===== config.mk =====
export PLATFORM = sky130hd
export DESIGN_NAME = ledn_drv
export DESIGN_NICKNAME = d
export VERILOG_FILES = /design/src/rtl/ledn_drv.sv
export SDC_FILE = /design/constraint.sdc
export NUM_CORES = 1
export LEC_CHECK = 0
export BUFFER_PORTS_ARGS = -buffer_cell sky130_fd_sc_hd__buf_2
export CAP_MARGIN = 0
export CORE_ASPECT_RATIO = 1.4
export CORE_UTILIZATION = 25
export CTS_CLUSTER_DIAMETER = 60
export DETAILED_ROUTE_END_ITERATION = 8
export PLACE_DENSITY = 0.48
export RECOVER_POWER = 50
export SLEW_MARGIN = 25
export SYNTH_ARGS = -nofsm -noshare
export SYNTH_HDL_FRONTEND = slang
export SYNTH_SLANG_ARGS = --single-unit

===== constraint.sdc =====
create_clock -name clk -period 3.55 [get_ports clk]
set_input_delay 0.1775 -clock clk [delete_from_list [all_inputs] [get_ports clk]]
set_output_delay 0.1775 -clock clk [all_outputs]
set_load 0.1 [all_outputs]

===== src/rtl/ledn_drv.sv =====
// ledn_drv: N-wide LED pattern driver with ROTATE/BOUNCE/FILL/BLINK modes,
// a step prescaler, pause on en and a one-cycle wrap strobe.
// Revision: 1.0
`default_nettype none

module ledn_drv #(
  parameter int N     = 16,
  parameter int DIV_W = 24
) (
  input  logic             clk,
  input  logic             rst,
  input  logic             en,
  input  logic [1:0]       mode,
  input  logic [DIV_W-1:0] div,
  output logic [N-1:0]     led,
  output logic             wrap
);

  localparam int PW = $clog2(N);
  localparam int LW = $clog2(N + 1);
  localparam logic [PW-1:0] POS_LAST = PW'(N - 1);
  localparam logic [LW-1:0] LVL_FULL = LW'(N);

  typedef enum logic [1:0] {
    ROTATE = 2'd0,
    BOUNCE = 2'd1,
    FILL   = 2'd2,
    BLINK  = 2'd3
  } mode_t;

  mode_t            mode_q;
  logic [PW-1:0]    pos;
  logic             dir;      // 0 = up, 1 = down (shared by BOUNCE and FILL)
  logic [LW-1:0]    level;
  logic             phase;
  logic [DIV_W-1:0] cnt;

  logic [PW-1:0]    pos_nx;
  logic             dir_nx;
  logic [LW-1:0]    level_nx;
  logic             phase_nx;
  logic             at_start;
  logic [N-1:0]     onehot;
  logic [N-1:0]     fill_mask;
  logic [N-1:0]     disp;

  // Next pattern state, and whether it equals the start state of the mode
  always_comb begin
    pos_nx   = pos;
    dir_nx   = dir;
    level_nx = level;
    phase_nx = phase;
    at_start = 1'b0;
    case (mode_q)
      ROTATE: begin
        pos_nx   = (pos == POS_LAST) ? '0 : pos + PW'(1);
        at_start = (pos_nx == '0);
      end
      BOUNCE: begin
        if (!dir) begin
          pos_nx = pos + PW'(1);
          dir_nx = (pos_nx == POS_LAST);
        end else begin
          pos_nx = pos - PW'(1);
          dir_nx = (pos_nx != '0);
        end
        at_start = (pos_nx == '0) && !dir_nx;
      end
      FILL: begin
        if (!dir) begin
          level_nx = level + LW'(1);
          dir_nx   = (level_nx == LVL_FULL);
        end else begin
          level_nx = level - LW'(1);
          dir_nx   = (level_nx != '0);
        end
        at_start = (level_nx == '0) && !dir_nx;
      end
      BLINK: begin
        phase_nx = ~phase;
        at_start = !phase_nx;
      end
    endcase
  end

  for (genvar i = 0; i < N; i++) begin : g_disp
    assign onehot[i]    = (pos == PW'(i));
    assign fill_mask[i] = (level > LW'(i));
  end

  always_comb begin
    disp = '0;
    case (mode_q)
      ROTATE, BOUNCE: disp = onehot;
      FILL:           disp = fill_mask;
      BLINK:          disp = phase ? '0 : '1;
    endcase
  end

  // Reset and mode change share one path so rst+mode change gives the same result
  always_ff @(posedge clk) begin
    if (rst || (mode_t'(mode) != mode_q)) begin
      mode_q <= mode_t'(mode);
      pos    <= '0;
      dir    <= 1'b0;
      level  <= '0;
      phase  <= 1'b0;
      cnt    <= '0;
      led    <= '0;
      wrap   <= 1'b0;
    end else if (!en) begin
      cnt  <= '0;
      led  <= '0;
      wrap <= 1'b0;
    end else begin
      led <= disp;
      if (cnt == div) begin
        cnt   <= '0;
        pos   <= pos_nx;
        dir   <= dir_nx;
        level <= level_nx;
        phase <= phase_nx;
        wrap  <= at_start;
      end else begin
        cnt  <= cnt + DIV_W'(1);
        wrap <= 1'b0;
      end
    end
  end

endmodule

`default_nettype wire


# Word-level counts from Yosys, hierarchy flattened
# Cells that the tools add are included.
# totals
elab_cells	90
output_inout_bits	17
register_bits	54
# classes
n_lt_le_gt_ge	16
bitwise	3
addsub	5
n_mux	14
n_eq_ne	22
n_reduce_logical	22
# ops
op	n
$pmux 16 s3	1
$gt 5x4->1 const B	8
$eq 4x4->1 const B	9
$add 24x1->24 const B	1
$eq 24x24->1	1
$gt 5x3->1 const B	4
$eq 4x3->1 const B	4
$mux 16	1
$logic_not 4->1	3
$mux 4	3
$reduce_and 3->1	4
$gt 5x1->1 const B	2
$gt 5x2->1 const B	2
$mux 5	2
$eq 4x2->1 const B	2
$pmux 4 s2	1
$reduce_or 3->1	2
$add 5x1->5 const B	1
$eq 5x5->1 const B	1
$logic_not 5->1	1
$reduce_bool 5->1	1
$sub 5x1->5 const B	1
$add 4x1->4 const B	1
$eq 2x2->1 const B	2
other kinds (15)	24

# Depth between registers and ports, before layout
# logic_depth
ltp_word	7
ltp_mapped	9
mapped_depth_nobuf	8

# Worst setup path before layout
# Ideal clock, no wire load.
# synth_path
path_kind	register to register
startpoint	register level[2]
endpoint	register wrap
slack_ns	1.439
period_less_slack_ns	2.111
path_stages_with_launch	8
arrival_ns	1.995
setup_time_ns	0.116
cell_sequence	dfxtp_1 -> clkbuf_1 -> and3_1 -> ha_1 -> or4b_1 -> o211ai_1 -> o31ai_1 -> o211a_1
# synth_between
elab_chain_cells	7
elab_cells_between_ends	12
classes_between	2 x add/sub; 1 x eq/ne; 5 x mux; 4 x reduce/logical
# synth_rtl
item	line_no	text
start: declaration	34	logic [LW-1:0] level;
start signal: assignment	121	level <= level_nx;
$add 5x1->5 or $sub 5x1->5 (tied branches)	71, 74	
$eq 5x5->1 or $reduce_bool 5->1 (tied branches)	72, 75	
$mux 1	70	if (!dir) begin
$mux 1	54	case (mode_q)
$logic_not 1->1	77	at_start = (level_nx == '0) && !dir_nx;
$logic_and 1x1->1 *	77	
$pmux 1 s4 *	54	
end signal: assignment	123	wrap <= at_start;
end: declaration	16	output logic wrap
# Every way passes the cells marked *; elsewhere a longest branch is shown, timed or not. The select of a mux whose other input is x is not followed.
# A chain may end at the register's enable or synchronous reset.

# Worst setup path after layout
# layout_path
startpoint	register mode_q[1]
endpoint	register cnt[7]
# layout_between
elab_chain_cells	3
# layout_rtl
item	line_no	text
start: declaration	31	mode_t mode_q;
start signal: assignment	103	mode_q <= mode_t'(mode);
$ne 2x2->1	102	if (rst || (mode_t'(mode) != mode_q)) begin
$logic_or 1x1->1	102	
$reduce_or 3->1 (no source line)	n/a	
end signal: assignment	125	cnt <= cnt + DIV_W'(1);
end: declaration	36	logic [DIV_W-1:0] cnt;
# No other way between the ends.

==> impl_metrics.ini <==
[outcome]
status = completed

[synthesis]
avgSynthCellArea_um2 = 8.30
syn_inst = 397
async_reset_ff_share_pct = 0
syn-num-nets = 443
synth-main-ff-cell = dfxtp_1
synth_common_cells = nor2_1, dfxtp_1, xor2_1, nand2_1, a21oi_1
synth-seq-cells = 54
yosysTopAreaCellShare_pct = 31.6
yosysWarningCount = 0
synth.most_common_cell = nor2_1
synth_edf_count = 2
ys_seq_area_share_pct = 33.4
yosysTopAreaCell = dfxtp_1
synth.area.top_cells = dfxtp_1, xor2_1, ha_1, nor2_1, xnor2_1
ys_types = 49
synth_area_um2 = 3300

[placed_design]
placed_area_um2 = 3610
portBuffers = 45
dp.cells = 574
hpwl_um = 6020
gp_routability_congestion = 0.789

[setup_path]
critPathArrivalTime_ps = 2760
critical_path.max_stage_delay_ps = 680
startpoint = mode_q[1]
critPathMaxFanout = 24
worstPathRequired_ps = 3770
path_delay_family = simple AND/OR/NAND/NOR gates
endpoint_kind = register
r2r_cells = 5
worstReg2RegStart = mode_q[1]
startpoint_type = register
criticalPathCategory = reg -> reg
path_buf_inv = 0
slowest_stage = or2_1
crit_path_cell_trace = xor2_1 -> nor3_1 -> nand2_1 -> or2_1 -> nor2_1
cp.depth = 5

[floorplan]
core_area_um2 = 12900
dieHeight_um = 138
die_area_um2 = 13700
fp-row-count = 49
ioPinCount = 46
die_x_um = 99.0
initial_core_util_pct = 25.6

[routing]
num_vias = 2847
wl_um = 7860
drc = 0
wl_per_cell_um = 13.5
postRouteAntennaNets = 0
drtPass1Iterations = 4
first_iter_violations = 136
vias_per_cell = 4.89

[cts]
cts.sink_count = 54
cts-root-buf = clkbuf_16
cts_hold_buf = 0
cts_buffers = 5
clockBufferDepth = 2
path_clk_slew_ps = 70
cts_tree = built
cts_max_level = 2
clk_latency_ps = 300
post_cts_buffers = 0
cts_resized = 0

[sta]
slew_headroom_pct = 21.4
fin_tns_setup_ps = 0
finalCritPeriodShare_pct = 71.6
timing.final.crit_period_ps = 2540
slew_viol_final = 0
rsz0062_at_grt = false
worst_pin_slew_ps = 1180
finalSetupViolCount = 0
final-hold-violation-count = 0
finClkSkew_ps = 8.86
max_freq_ghz = 0.393

[cells_and_area]
post-route-util_pct = 28.9
drive_gt1_share_pct = 10.5
seqCellArea_um2 = 1100
final_cells = 582
antennaDiodeCount = 0
multi_input_area_um2 = 2010
final_nets = 474
design_area_um2 = 3720
fill_cells = 1398
syn2layout_area_growth_pct = 12.9

[grt]
grt_start_max_net_pins = 25
grt_pass1_wl_um = 13200
overflow = 0
grt_pass1_vias = 2798
antenna_found_initial = 0
grt_use_total_pct = 12.0

[power]
leakage_nw = 1.39
p_per_area_nw_per_um2 = 338
irDropWorstVdd_v = 0.000201

[worst_hold_path]
worstHoldStart = mode[0]
hold_depth = 1
hold_class = in -> reg

[run]
drv_cap = 0
-- path summary, 6_finish.rpt --
check | slack (ps) | endpoint
hold / removal | 80 | mode_q[0]
setup / recovery | 1010 | cnt[7]
setup reg to reg | 1010 | cnt[7]
hold reg to reg | 500 | cnt[0]
-- sequential cells by signal (all words and copies together) (netlist names) --
name / flops
dir: 1
level: 5
pos: 4
led: 16
phase: 1
cnt: 24
wrap: 1
mode_q: 2
-- cell families (layout without fill, tap and decap cells) --
| kind of cell | Yosys count | after routing | share of synthesized area (%) |
|---|---|---|---|
| simple gates | 157 | 157 | 24.8 |
| compound gates | 68 | 68 | 13.3 |
| flops | 54 | 54 | 33.4 |
| buf+inv | 38 | 70 | 5.01 |
| xor+xnor | 57 | 57 | 15.1 |
| mux | 6 | 6 | 1.86 |
| fa+ha+maj | 17 | 17 | 6.45 |
-- placed cells by master (no fill, tap or decap), types with 6 or more instances in the layout --
master,instances
a21oi_1,19
ha_1,17
clkbuf_1,18
buf_2,27
nor3_1,10
nand4_1,12
xor2_1,39
o21ai_0,11
xnor2_1,18
nor2_1,53
inv_1,15
o211ai_1,6
a31oi_1,13
nand2_1,27
dfxtp_1,52
and3_1,10
nand3_1,17
-- cell type report --
| class | count | share of cell area (%) |
|---|---|---|
| clock buffers | 6 | 3.73 |
| repair buffers | 46 | 5.65 |
| inverters | 16 | 1.61 |
| clock inverters | 2 | 0.403 |
| flip-flops and latches | 54 | 29.6 |
| well taps | 153 | 5.14 |
| multi-input cells | 305 | 53.9 |
-- where the power goes --
group          switching, W  internal (W)  total (W)
Sequential       0.00000426      0.000615   0.000620
Combinational     0.0000855     0.0000376   0.000123
Clock              0.000229      0.000284   0.000514
Total              0.000319      0.000937    0.00126
-- per-layer routing --
layer / GRT usage [%] / share of wire, % / vias up
li1: - / - / 1447
met2: 22.3 / 49 / 78
met5: 0 / 0 / -
met1: 13.6 / 44 / 1315
met4: 3.90 / 1.2 / 0
met3: 2.52 / 5.3 / 7
-- per-stage QoR --
step | hold WS (ps) | worst slack, ps | total power [W]
final | 78.5 | 1010 | 0.00126
after global routing | 63.0 | 712 | 0.00131
after CTS | 69.7 | 964 | 0.00128
after detailed placement | 382 | 1010 | 0.000760
after global placement | 381 | 1040 | 0.000760
after floorplan | 276 | 1440 | 0.000721
Power figures use the tool's default switching activity.
